**config.mk**
```make
export PLATFORM = sky130hd
export DESIGN_NAME = acs_unit_flat
export DESIGN_NICKNAME = d
export VERILOG_FILES = /design/src/rtl/viterbi_pkg.sv /design/src/rtl/acs_unit_if.sv /design/src/rtl/acs_node.sv /design/src/rtl/acs_unit.sv /design/src/flat_wrapper.sv
export SDC_FILE = /design/constraint.sdc
export NUM_CORES = 1
export LEC_CHECK = 0
export BUFFER_PORTS_ARGS = -buffer_cell sky130_fd_sc_hd__buf_2
export CAP_MARGIN = 20
export CORE_ASPECT_RATIO = 1.1
export CORE_MARGIN = 5
export CORE_UTILIZATION = 45
export DETAILED_ROUTE_END_ITERATION = 8
export PLACE_DENSITY = 0.62
export SLEW_MARGIN = 25
export SYNTH_ARGS = -nofsm -noshare
export SYNTH_HDL_FRONTEND = slang
export SYNTH_SLANG_ARGS = --single-unit
```
**constraint.sdc**
```tcl
create_clock -name clk -period 15.4 [get_ports clk]
set_clock_uncertainty 0.1 [all_clocks]
set_input_delay 1.54 -clock clk [delete_from_list [all_inputs] [get_ports clk]]
set_output_delay 1.54 -clock clk [all_outputs]
set_load 0.05 [all_outputs]
```
**src/rtl/viterbi_pkg.sv**
```systemverilog
// Shared types and constants for the 4-state K=3 (7,5) Viterbi add-compare-select datapath.
package viterbi_pkg;

    localparam int NUM_STATES = 4;
    localparam int PM_W       = 6;
    localparam int PM_INIT    = 16;
    localparam int SUM_W      = PM_W + 1;

    typedef logic [1:0]                       state_t;
    typedef logic [PM_W-1:0]                  pm_t;
    typedef logic [SUM_W-1:0]                 sum_t;
    typedef logic [NUM_STATES-1:0][PM_W-1:0]  pm_vec_t;

    typedef enum logic {
        ST_IDLE = 1'b0,
        ST_RUN  = 1'b1
    } fsm_t;

    localparam pm_t PM_MAX = '1;

    function automatic pm_t sat_pm(sum_t s);
        return (s > sum_t'(PM_MAX)) ? PM_MAX : pm_t'(s);
    endfunction

    // State 0 starts ahead so a fresh frame is anchored to the all-zero encoder state.
    function automatic pm_vec_t pm_reset();
        pm_vec_t v;
        for (int i = 0; i < NUM_STATES; i++) begin
            v[i] = (i == 0) ? '0 : pm_t'(PM_INIT);
        end
        return v;
    endfunction

    // Branch-metric index {c0,c1} for the transition from {b1,b0} on input u.
    function automatic int cw_idx(int u, int b1, int b0);
        return 2 * (u ^ b1 ^ b0) + (u ^ b0);
    endfunction

endpackage

```
**src/rtl/acs_unit_if.sv**
```systemverilog
// Beat-level bus between a branch-metric source and the ACS unit, plus debug taps.
interface acs_unit_if;
    import viterbi_pkg::*;

    // valid/ready: a beat transfers on a rising edge where valid && ready; the
    // sender holds its payload stable and valid high until that edge.
    logic [1:0]            bm00, bm01, bm10, bm11;
    logic                  in_valid, in_ready, in_first, in_last;
    logic                  out_valid, out_ready;
    logic [NUM_STATES-1:0] out_dec;
    state_t                out_best;
    logic                  out_last;
    logic                  err;
    fsm_t                  dbg_state;
    pm_vec_t               dbg_pm;

    modport master (
        output bm00, bm01, bm10, bm11, in_valid, in_first, in_last, out_ready,
        input  in_ready, out_valid, out_dec, out_best, out_last, err, dbg_state, dbg_pm
    );

    modport slave (
        input  bm00, bm01, bm10, bm11, in_valid, in_first, in_last, out_ready,
        output in_ready, out_valid, out_dec, out_best, out_last, err, dbg_state, dbg_pm
    );

endinterface

```
**src/rtl/acs_node.sv**
```systemverilog
// Compare-select for one trellis state; equal sums keep the b0=0 predecessor.
module acs_node
    import viterbi_pkg::*;
(
    input  sum_t cand0_i,
    input  sum_t cand1_i,
    output sum_t sum_o,
    output logic dec_o
);

    assign dec_o = (cand1_i < cand0_i);
    assign sum_o = dec_o ? cand1_i : cand0_i;

endmodule

```
**src/rtl/acs_unit.sv**
```systemverilog
// One trellis step per accepted beat: add-compare-select, normalise metrics,
// and register decisions behind a single-entry output stage.
module acs_unit
    import viterbi_pkg::*;
(
    input logic        clk,
    input logic        rst,
    acs_unit_if.slave  bus
);

    fsm_t                          state_q, state_d;
    pm_vec_t                       pm_q, pm_d, pm_base, pm_norm;
    logic [NUM_STATES-1:0]         dec_q, dec_d, dec_new;
    state_t                        best_q, best_d, best_new;
    logic                          last_q, last_d;
    logic                          out_valid_q, out_valid_d;
    logic                          err_q, err_d;

    logic [NUM_STATES-1:0][1:0]    bm;
    logic [NUM_STATES-1:0][SUM_W-1:0] cand0, cand1, sel;
    sum_t                          min_sum;
    logic                          in_ready, accept, produce;

    assign bm       = {bus.bm11, bus.bm10, bus.bm01, bus.bm00};
    assign in_ready = !out_valid_q || bus.out_ready;
    assign accept   = bus.in_valid && in_ready;
    assign produce  = accept && (bus.in_first || state_q == ST_RUN);
    assign pm_base  = bus.in_first ? pm_reset() : pm_q;

    for (genvar n = 0; n < NUM_STATES; n++) begin : g_node
        localparam int U   = n / 2;
        localparam int B1  = n % 2;
        localparam int P0  = 2 * B1;
        localparam int P1  = 2 * B1 + 1;
        localparam int CW0 = cw_idx(U, B1, 0);
        localparam int CW1 = cw_idx(U, B1, 1);

        assign cand0[n] = sum_t'(pm_base[P0]) + sum_t'(bm[CW0]);
        assign cand1[n] = sum_t'(pm_base[P1]) + sum_t'(bm[CW1]);

        acs_node u_node (
            .cand0_i (cand0[n]),
            .cand1_i (cand1[n]),
            .sum_o   (sel[n]),
            .dec_o   (dec_new[n])
        );
    end

    always_comb begin
        min_sum = sel[0];
        for (int n = 1; n < NUM_STATES; n++) begin
            if (sel[n] < min_sum) min_sum = sel[n];
        end
        pm_norm = '0;
        for (int n = 0; n < NUM_STATES; n++) begin
            pm_norm[n] = sat_pm(sel[n] - min_sum);
        end
        best_new = '0;
        for (int n = 1; n < NUM_STATES; n++) begin
            if (pm_norm[n] < pm_norm[best_new]) best_new = state_t'(n);
        end
    end

    // Beats without in_first while idle are swallowed and only flag the error.
    always_comb begin
        state_d     = state_q;
        pm_d        = pm_q;
        dec_d       = dec_q;
        best_d      = best_q;
        last_d      = last_q;
        err_d       = err_q;
        out_valid_d = out_valid_q && !bus.out_ready;
        if (accept) begin
            if (bus.in_last) begin
                state_d = ST_IDLE;
            end else if (bus.in_first) begin
                state_d = ST_RUN;
            end
            if (!produce) err_d = 1'b1;
        end
        if (produce) begin
            pm_d        = pm_norm;
            dec_d       = dec_new;
            best_d      = best_new;
            last_d      = bus.in_last;
            out_valid_d = 1'b1;
        end
    end

    always_ff @(posedge clk) begin
        if (rst) begin
            state_q     <= ST_IDLE;
            pm_q        <= pm_reset();
            dec_q       <= '0;
            best_q      <= '0;
            last_q      <= 1'b0;
            out_valid_q <= 1'b0;
            err_q       <= 1'b0;
        end else begin
            state_q     <= state_d;
            pm_q        <= pm_d;
            dec_q       <= dec_d;
            best_q      <= best_d;
            last_q      <= last_d;
            out_valid_q <= out_valid_d;
            err_q       <= err_d;
        end
    end

    assign bus.in_ready  = in_ready;
    assign bus.out_valid = out_valid_q;
    assign bus.out_dec   = dec_q;
    assign bus.out_best  = best_q;
    assign bus.out_last  = last_q;
    assign bus.err       = err_q;
    assign bus.dbg_state = state_q;
    assign bus.dbg_pm    = pm_q;

endmodule
```
**src/flat_wrapper.sv**
```systemverilog
// flat-port wrapper written by rule: the top's interface ports become plain ports
module acs_unit_flat import viterbi_pkg::*;
  (clk, rst, bus_bm00, bus_bm01, bus_bm10, bus_bm11, bus_in_valid, bus_in_first, bus_in_last, bus_out_ready, bus_in_ready, bus_out_valid, bus_out_dec, bus_out_best, bus_out_last, bus_err, bus_dbg_state, bus_dbg_pm);
  acs_unit_if bus_i ();
  input logic clk;
  input logic rst;
  input wire logic [$bits(bus_i.bm00)-1:0] bus_bm00;
  input wire logic [$bits(bus_i.bm01)-1:0] bus_bm01;
  input wire logic [$bits(bus_i.bm10)-1:0] bus_bm10;
  input wire logic [$bits(bus_i.bm11)-1:0] bus_bm11;
  input wire logic [$bits(bus_i.in_valid)-1:0] bus_in_valid;
  input wire logic [$bits(bus_i.in_first)-1:0] bus_in_first;
  input wire logic [$bits(bus_i.in_last)-1:0] bus_in_last;
  input wire logic [$bits(bus_i.out_ready)-1:0] bus_out_ready;
  output wire logic [$bits(bus_i.in_ready)-1:0] bus_in_ready;
  output wire logic [$bits(bus_i.out_valid)-1:0] bus_out_valid;
  output wire logic [$bits(bus_i.out_dec)-1:0] bus_out_dec;
  output wire logic [$bits(bus_i.out_best)-1:0] bus_out_best;
  output wire logic [$bits(bus_i.out_last)-1:0] bus_out_last;
  output wire logic [$bits(bus_i.err)-1:0] bus_err;
  output wire logic [$bits(bus_i.dbg_state)-1:0] bus_dbg_state;
  output wire logic [$bits(bus_i.dbg_pm)-1:0] bus_dbg_pm;
  assign bus_i.bm00 = bus_bm00;
  assign bus_i.bm01 = bus_bm01;
  assign bus_i.bm10 = bus_bm10;
  assign bus_i.bm11 = bus_bm11;
  assign bus_i.in_valid = bus_in_valid;
  assign bus_i.in_first = bus_in_first;
  assign bus_i.in_last = bus_in_last;
  assign bus_i.out_ready = bus_out_ready;
  assign bus_in_ready = bus_i.in_ready;
  assign bus_out_valid = bus_i.out_valid;
  assign bus_out_dec = bus_i.out_dec;
  assign bus_out_best = bus_i.out_best;
  assign bus_out_last = bus_i.out_last;
  assign bus_err = bus_i.err;
  assign bus_dbg_state = bus_i.dbg_state;
  assign bus_dbg_pm = bus_i.dbg_pm;
  acs_unit u_core (.clk(clk), .rst(rst), .bus(bus_i));
endmodule
```
-- Word level (Yosys, flattened, before mapping)
Cells that the tools add are included.
- add/sub/neg operators: 12
- bitwise logic cells: 1
- $lt $le $gt $ge: 16
- muxes and demuxes: 22
- reductions and logical operators: 10
- operators with widths (kind ; number):
    adder 6 x 2 -> 7 bit ; 8
    < comparator 7 bit ; 7
    2-to-1 mux 7 bit ; 7
    2-to-1 mux 6 bit ; 6
    greater-than comparator 7 x 6 -> 1 bit, second input constant ; 4
    subtractor 7 bit ; 4
    binary-select mux 6 bit (select 2 bit) ; 2
    2-to-1 mux 24 bit ; 1
    < comparator 6 bit ; 3
    2-to-1 mux 1 bit ; 4
    2-to-1 mux 2 bit ; 2
    AND reduction 2 bit ; 2
    logical AND 1 bit ; 3
    < comparator 1 x 3 -> 1 bit, second input constant ; 1
    < comparator 2 x 3 -> 1 bit, second input constant ; 1
    logical NOT 1 bit ; 2
    logical OR 1 bit ; 2
    nonzero test 2 bit ; 1
    NOT 1 bit ; 1
- word-level logic and storage cells: 71
- register bits after elaboration: 34

-- Logic depth before layout (Yosys ltp)
- depth in word-level cells: 23
- mapped depth: 76

-- Modules after synthesis
A second synthesis with hierarchy kept.
- cell total of the unflattened synthesis: 843
- area total of the unflattened synthesis: 6392.4 um^2
- modules (own cells, without submodules) (module ; instances ; area each (um^2) ; cells an instance):
    acs_unit ; 1 ; 5411.4 ; 723
    acs_node ; 4 ; 245.2 ; 30

-- Least setup slack after synthesis
Ideal clock, no wire load.
- path type: input port to flip-flop
- start: input bus_in_first
- end: register u_core.best_q[0], in the netlist u_core.bus.out_best[0]
- stages: 72
- buffers on the path: 4
- setup slack: -372 ps
- data required time: 15221 ps
- arrival time: 15592 ps
- cells stage by stage: clkbuf_1 clkbuf_1 clkbuf_1 buf_1 nor2b_1 ha_1 maj3_2 nand2_1 xor2_1 nor2_1 inv_1 ha_1 a2111o_1 a31oi_1 o2111a_1 nor2_1 nor3_1 a31o_2 [36 not listed] a21oi_2 mux2i_1 inv_1 ha_1 a21o_1 a21o_1 a21oi_1 and3_1 a31oi_4 mux2i_1 ha_1 a21oi_1 nor2b_1 o21ai_0 nand2b_1 a2111o_1 o21bai_1 a211oi_2
- RTL lines (item ; RTL line ; text):
    from (decl) ; flat_wrapper.sv:12 ; input wire logic [$bits(bus_i.in_first)-1:0] bus_in_first;
    to (signal assigned) ; acs_unit.sv:103 ; best_q <= best_d;
    to (decl) ; acs_unit.sv:14 ; state_t best_q, best_d, best_new;

-- Worst setup path after layout
- start: input bus_in_first
- end: register u_core.best_q[0], in the netlist u_core.bus.out_best[0]
- longest elaborated chain between the ends: 23
- elaborated cells between the ends (all ways): 47
- classes of those cells: add/sub: 12; order compare: 14; mux: 19; reduce/logical: 2
- ends and longest elaborated chain (item ; RTL line ; text):
    2-to-1 mux 24 bit ; acs_unit.sv:28 ; assign pm_base = bus.in_first ? pm_reset() : pm_q;
    adder 6 x 2 -> 7 bit, on equally long branches ; acs_unit.sv:39, acs_unit.sv:38 ;
    < comparator 7 bit ; acs_node.sv:11 ; assign dec_o = (cand1_i < cand0_i);
    2-to-1 mux 7 bit ; acs_node.sv:12 ; assign sum_o = dec_o ? cand1_i : cand0_i;
    < comparator 7 bit ; acs_unit.sv:52 ; if (sel[n] < min_sum) min_sum = sel[n];
    2-to-1 mux 7 bit ; acs_unit.sv:52 ;
    < comparator 7 bit ; acs_unit.sv:52 ;
    2-to-1 mux 7 bit ; acs_unit.sv:52 ;
    [7 not listed] ; -- ;
    binary-select mux 6 bit (select 2 bit) ; acs_unit.sv:60 ; if (pm_norm[n] < pm_norm[best_new]) best_new = state_t'(n);
    2-to-1 mux 6 bit (not written as such) ; acs_unit.sv:60 ;
    < comparator 6 bit ; acs_unit.sv:60 ;
    2-to-1 mux 2 bit ; acs_unit.sv:60 ;
    binary-select mux 6 bit (select 2 bit) ; acs_unit.sv:60 ;
    2-to-1 mux 6 bit (not written as such) ; acs_unit.sv:60 ;
    < comparator 6 bit ; acs_unit.sv:60 ;
    2-to-1 mux 2 bit ; acs_unit.sv:60 ;
Several ways; a longest one is shown, not always the timed one. The select of a mux whose other input is x is not followed.
A chain may end at the register's enable or synchronous reset.

==> results.sh <==
export IMPL_max_cap_violations=0
export IMPL_grt_start_max_net_pins=43
export IMPL_syn_area_per_cell_um2=7.36
export IMPL_reg2reg_depth=67
export IMPL_setup_tns_ps=0
export IMPL_setup_violations=0
export IMPL_yosysWarnings=0
export IMPL_max_clock_freq_ghz=0.0682
export IMPL_syn_nets=943
export IMPL_synth_async_reset_ratio_pct=0
export IMPL_synth_edf_count=0
export IMPL_gp_congestion=0.984
export IMPL_wl_mm=21.5
export IMPL_holdPathStages=2
export IMPL_vias=6743
export IMPL_start_util_pct=45.8
export IMPL_insertedDiodeCount=0
export IMPL_root_buffer="clkbuf_16"
export IMPL_post_route_drc_count=0
export IMPL_cp_start_kind="primary input"
export IMPL_arrival_ps=14770
export IMPL_track_usage_pct=25.0
export IMPL_netlist_area_um2=6350
export IMPL_avgViaCountPerCell=5.97
export IMPL_row_count=45
export IMPL_drive_gt1_share_pct=20.9
export IMPL_io_pins=49
export IMPL_final_util_pct=54.0
export IMPL_netlist_instances=863
export IMPL_slew_headroom_pct=36.6
export IMPL_grt_pass1_vias=6062
export IMPL_core_area_um2=13900
export IMPL_crit_fanout=7
export IMPL_clk_insertion_delay_late_ps=290
export IMPL_dp_hpwl_mm=17.5
export IMPL_fp_dieW_um=123
export IMPL_fin_cells=1130
export IMPL_overflow=0
export IMPL_ys_ff_latch=34
export IMPL_fin_ws_ps=736
export IMPL_first_iter_violations=547
export IMPL_ys_dominant_reg_cell="dfxtp_1"
export IMPL_yosysSeqAreaShare_pct=10.7
export IMPL_hold_violations=0
export IMPL_area_growth_syn_to_layout_pct=17.7
export IMPL_finalNetCount=1021
export IMPL_endpoint_kind="flip-flop"
export IMPL_worst_pin_slew_ps=949
export IMPL_fp_dieArea_um2=16600
export IMPL_grt_pass1_wl_mm=32.6
export IMPL_antenna_found_initial=0
export IMPL_crit_top_cell="ha_1"
export IMPL_ant_nets=0
export IMPL_critPathSlowestCell="o41a_1"
export IMPL_cts_htree_levels=2
export IMPL_cts_tree="built"
export IMPL_worstSetupPathType="in -> reg"
export IMPL_finalCritPeriodShare_pct=95.2
export IMPL_holdBufCountCts=0
export IMPL_first_pass_iters=5
export IMPL_die_h_um=135
export IMPL_cts_sinks=34
export IMPL_drv_slew=0
export IMPL_dp_slack_ps=-245
export IMPL_synth_cell_types=92
export IMPL_numCtsBuffers=5
export IMPL_cts_path_max_buffers=2
export IMPL_period_minus_slack_ps=14660
export IMPL_hp_class="reg -> reg"
export IMPL_status="finished clean"
export IMPL_wire_per_inst_um=19.0
export IMPL_cp_required_ps=15510
export IMPL_clk_pin_slew_ps=60
export IMPL_slowest_delay_ps=540
export IMPL_io_buffers=48
export IMPL_dp_cells=1106
layer usage:
metal	wire, µm	share of wire (%)	global-route usage (%)	up-vias
met1	9280	43	33.3	3121
li1	-	-	-	3333
met5	0	0	0	-
met3	1400	6.5	3.06	60
met4	1090	5.1	12.4	0
met2	9740	45	39.5	229
cell usage in the layout (no fill, tap or decap), drive strengths merged, types with 5 or more instances in the layout:
| master | Yosys | layout |
|---|---|---|
| a211oi | 19 | 19 |
| o21a | 10 | 10 |
| xnor2 | 43 | 43 |
| and3 | 12 | 12 |
| mux2 | 9 | 9 |
| nor3 | 17 | 17 |
| a31oi | 17 | 17 |
| a21o | 23 | 23 |
| and2 | 10 | 10 |
| or3 | 8 | 8 |
| xor2 | 22 | 22 |
| a21boi | 11 | 11 |
| nand2b | 15 | 15 |
| clkbuf | 19 | 5 |
| nor2 | 105 | 105 |
| ha | 66 | 66 |
| nor2b | 14 | 14 |
| o31ai | 6 | 6 |
| buf | 14 | 104 |
| mux2i | 24 | 24 |
| nand4 | 9 | 9 |
| or2 | 6 | 6 |
| maj3 | 25 | 25 |
| o21ai | 37 | 37 |
| o211ai | 7 | 7 |
| a221oi | 8 | 8 |
| a21oi | 53 | 53 |
| inv | 46 | 46 |
| dfxtp | 34 | 34 |
| nand2 | 83 | 83 |
| o22ai | 7 | 7 |
| o221ai | 5 | 5 |
| nand3 | 12 | 12 |
| o211a | 5 | 5 |
stage by stage:
stage               instance area, µm²  hold WS [ps]
floorplan                         6370           577
global placement                  7000           341
detailed placement                7000           349
CTS                               7170           357
global route                      7470           382
finish                            7470           355
synth_stat cells (all sizes together) (3+ instances only):
master	n	area (µm²)
o31ai	6	45.0
nor3	17	90.1
buf	14	73.8
and3	12	75.1
nor2b	14	87.6
or3	8	50.1
o211ai	7	52.6
xor2	22	193
o221ai	5	43.8
a21oi	53	273
nand2b	15	93.8
a31o	4	35.0
nor4	3	18.8
dfxtp	34	681
xnor2	43	384
nand3b	4	30.0
a21boi	11	97.6
a2111o	3	33.8
maj3	25	259
o21bai	4	41.3
nand3	12	60.1
nor2	105	394
a21o	23	173
o32ai	4	50.1
mux2i	24	240
and2	10	62.6
mux2	9	105
o21ai	37	208
a211oi	19	148
o211a	5	50.1
nand2	83	312
and3b	3	26.3
o22ai	7	43.8
o21a	10	76.3
inv	46	173
a31oi	17	121
or2	6	40.0
nand4	9	56.3
a221oi	8	95.1
clkbuf	19	71.3
ha	66	826
o2111ai	3	32.5
registers in the layout (all words and copies together) (netlist names):
name                  flops
u_core.bus.dbg_state      1
u_core.bus.out_dec        4
u_core.bus.out_valid      1
u_core.bus.out_last       1
u_core.bus.err            1
u_core.bus.dbg_pm        24
u_core.bus.out_best       2
what timing repair did:
| item | CTS | global route |
|---|---|---|
| buffers inserted | 0 | 16 |
| resized for setup | 0 | 40 |
| endpoints found under the setup margin | 0 | 2 |
| hold endpoints to repair | 0 | 0 |
critical path: cells and delay by family:
family	cells	cell delay, ps
AOI/OAI and AO/OA	31	6360
adders and majority gates	11	2750
buffers and inverters	7	730
muxes	3	750
xor gates and xnor gates	1	160
and+or+nand+nor	16	2440
final cells by class:
cell class | instances | area (µm²)
fillers | 1367 | 6380
multi-input cells | 749 | 5550
flip-flops and latches | 34 | 681
repair buffers | 104 | 661
well taps | 188 | 235
inverters | 47 | 180
clock buffers | 5 | 125
clock inverters | 3 | 45.0
final timing paths:
check | startpoint | to | slack [ps]
max reg2reg | u_core.bus.dbg_pm[7]$_SDFFE_PP0P_ | u_core.bus.out_best[0]$_SDFFE_PP0P_ | 1810
min | u_core.bus.out_last$_SDFFE_PP0P_ | u_core.bus.out_last$_SDFFE_PP0P_ | 360
min reg2reg | u_core.bus.out_last$_SDFFE_PP0P_ | u_core.bus.out_last$_SDFFE_PP0P_ | 360
max | bus_in_first | u_core.bus.out_best[0]$_SDFFE_PP0P_ | 740
cell families after synthesis:
kind of cell               after synthesis  share of synthesized area (%)
xor gates and xnor gates                65                           9.09
and+or+nand+nor                        307                           22.8
DFF                                     34                           10.7
buffers and inverters                   80                           5.07
muxes                                   33                           5.44
AOI/OAI and AO/OA                      253                           29.8
adders and majority gates               91                           17.1
Power is left out: the tool's default activity adds up to more than one toggle a clock period on the data nets, which glitch-free logic cannot reach.
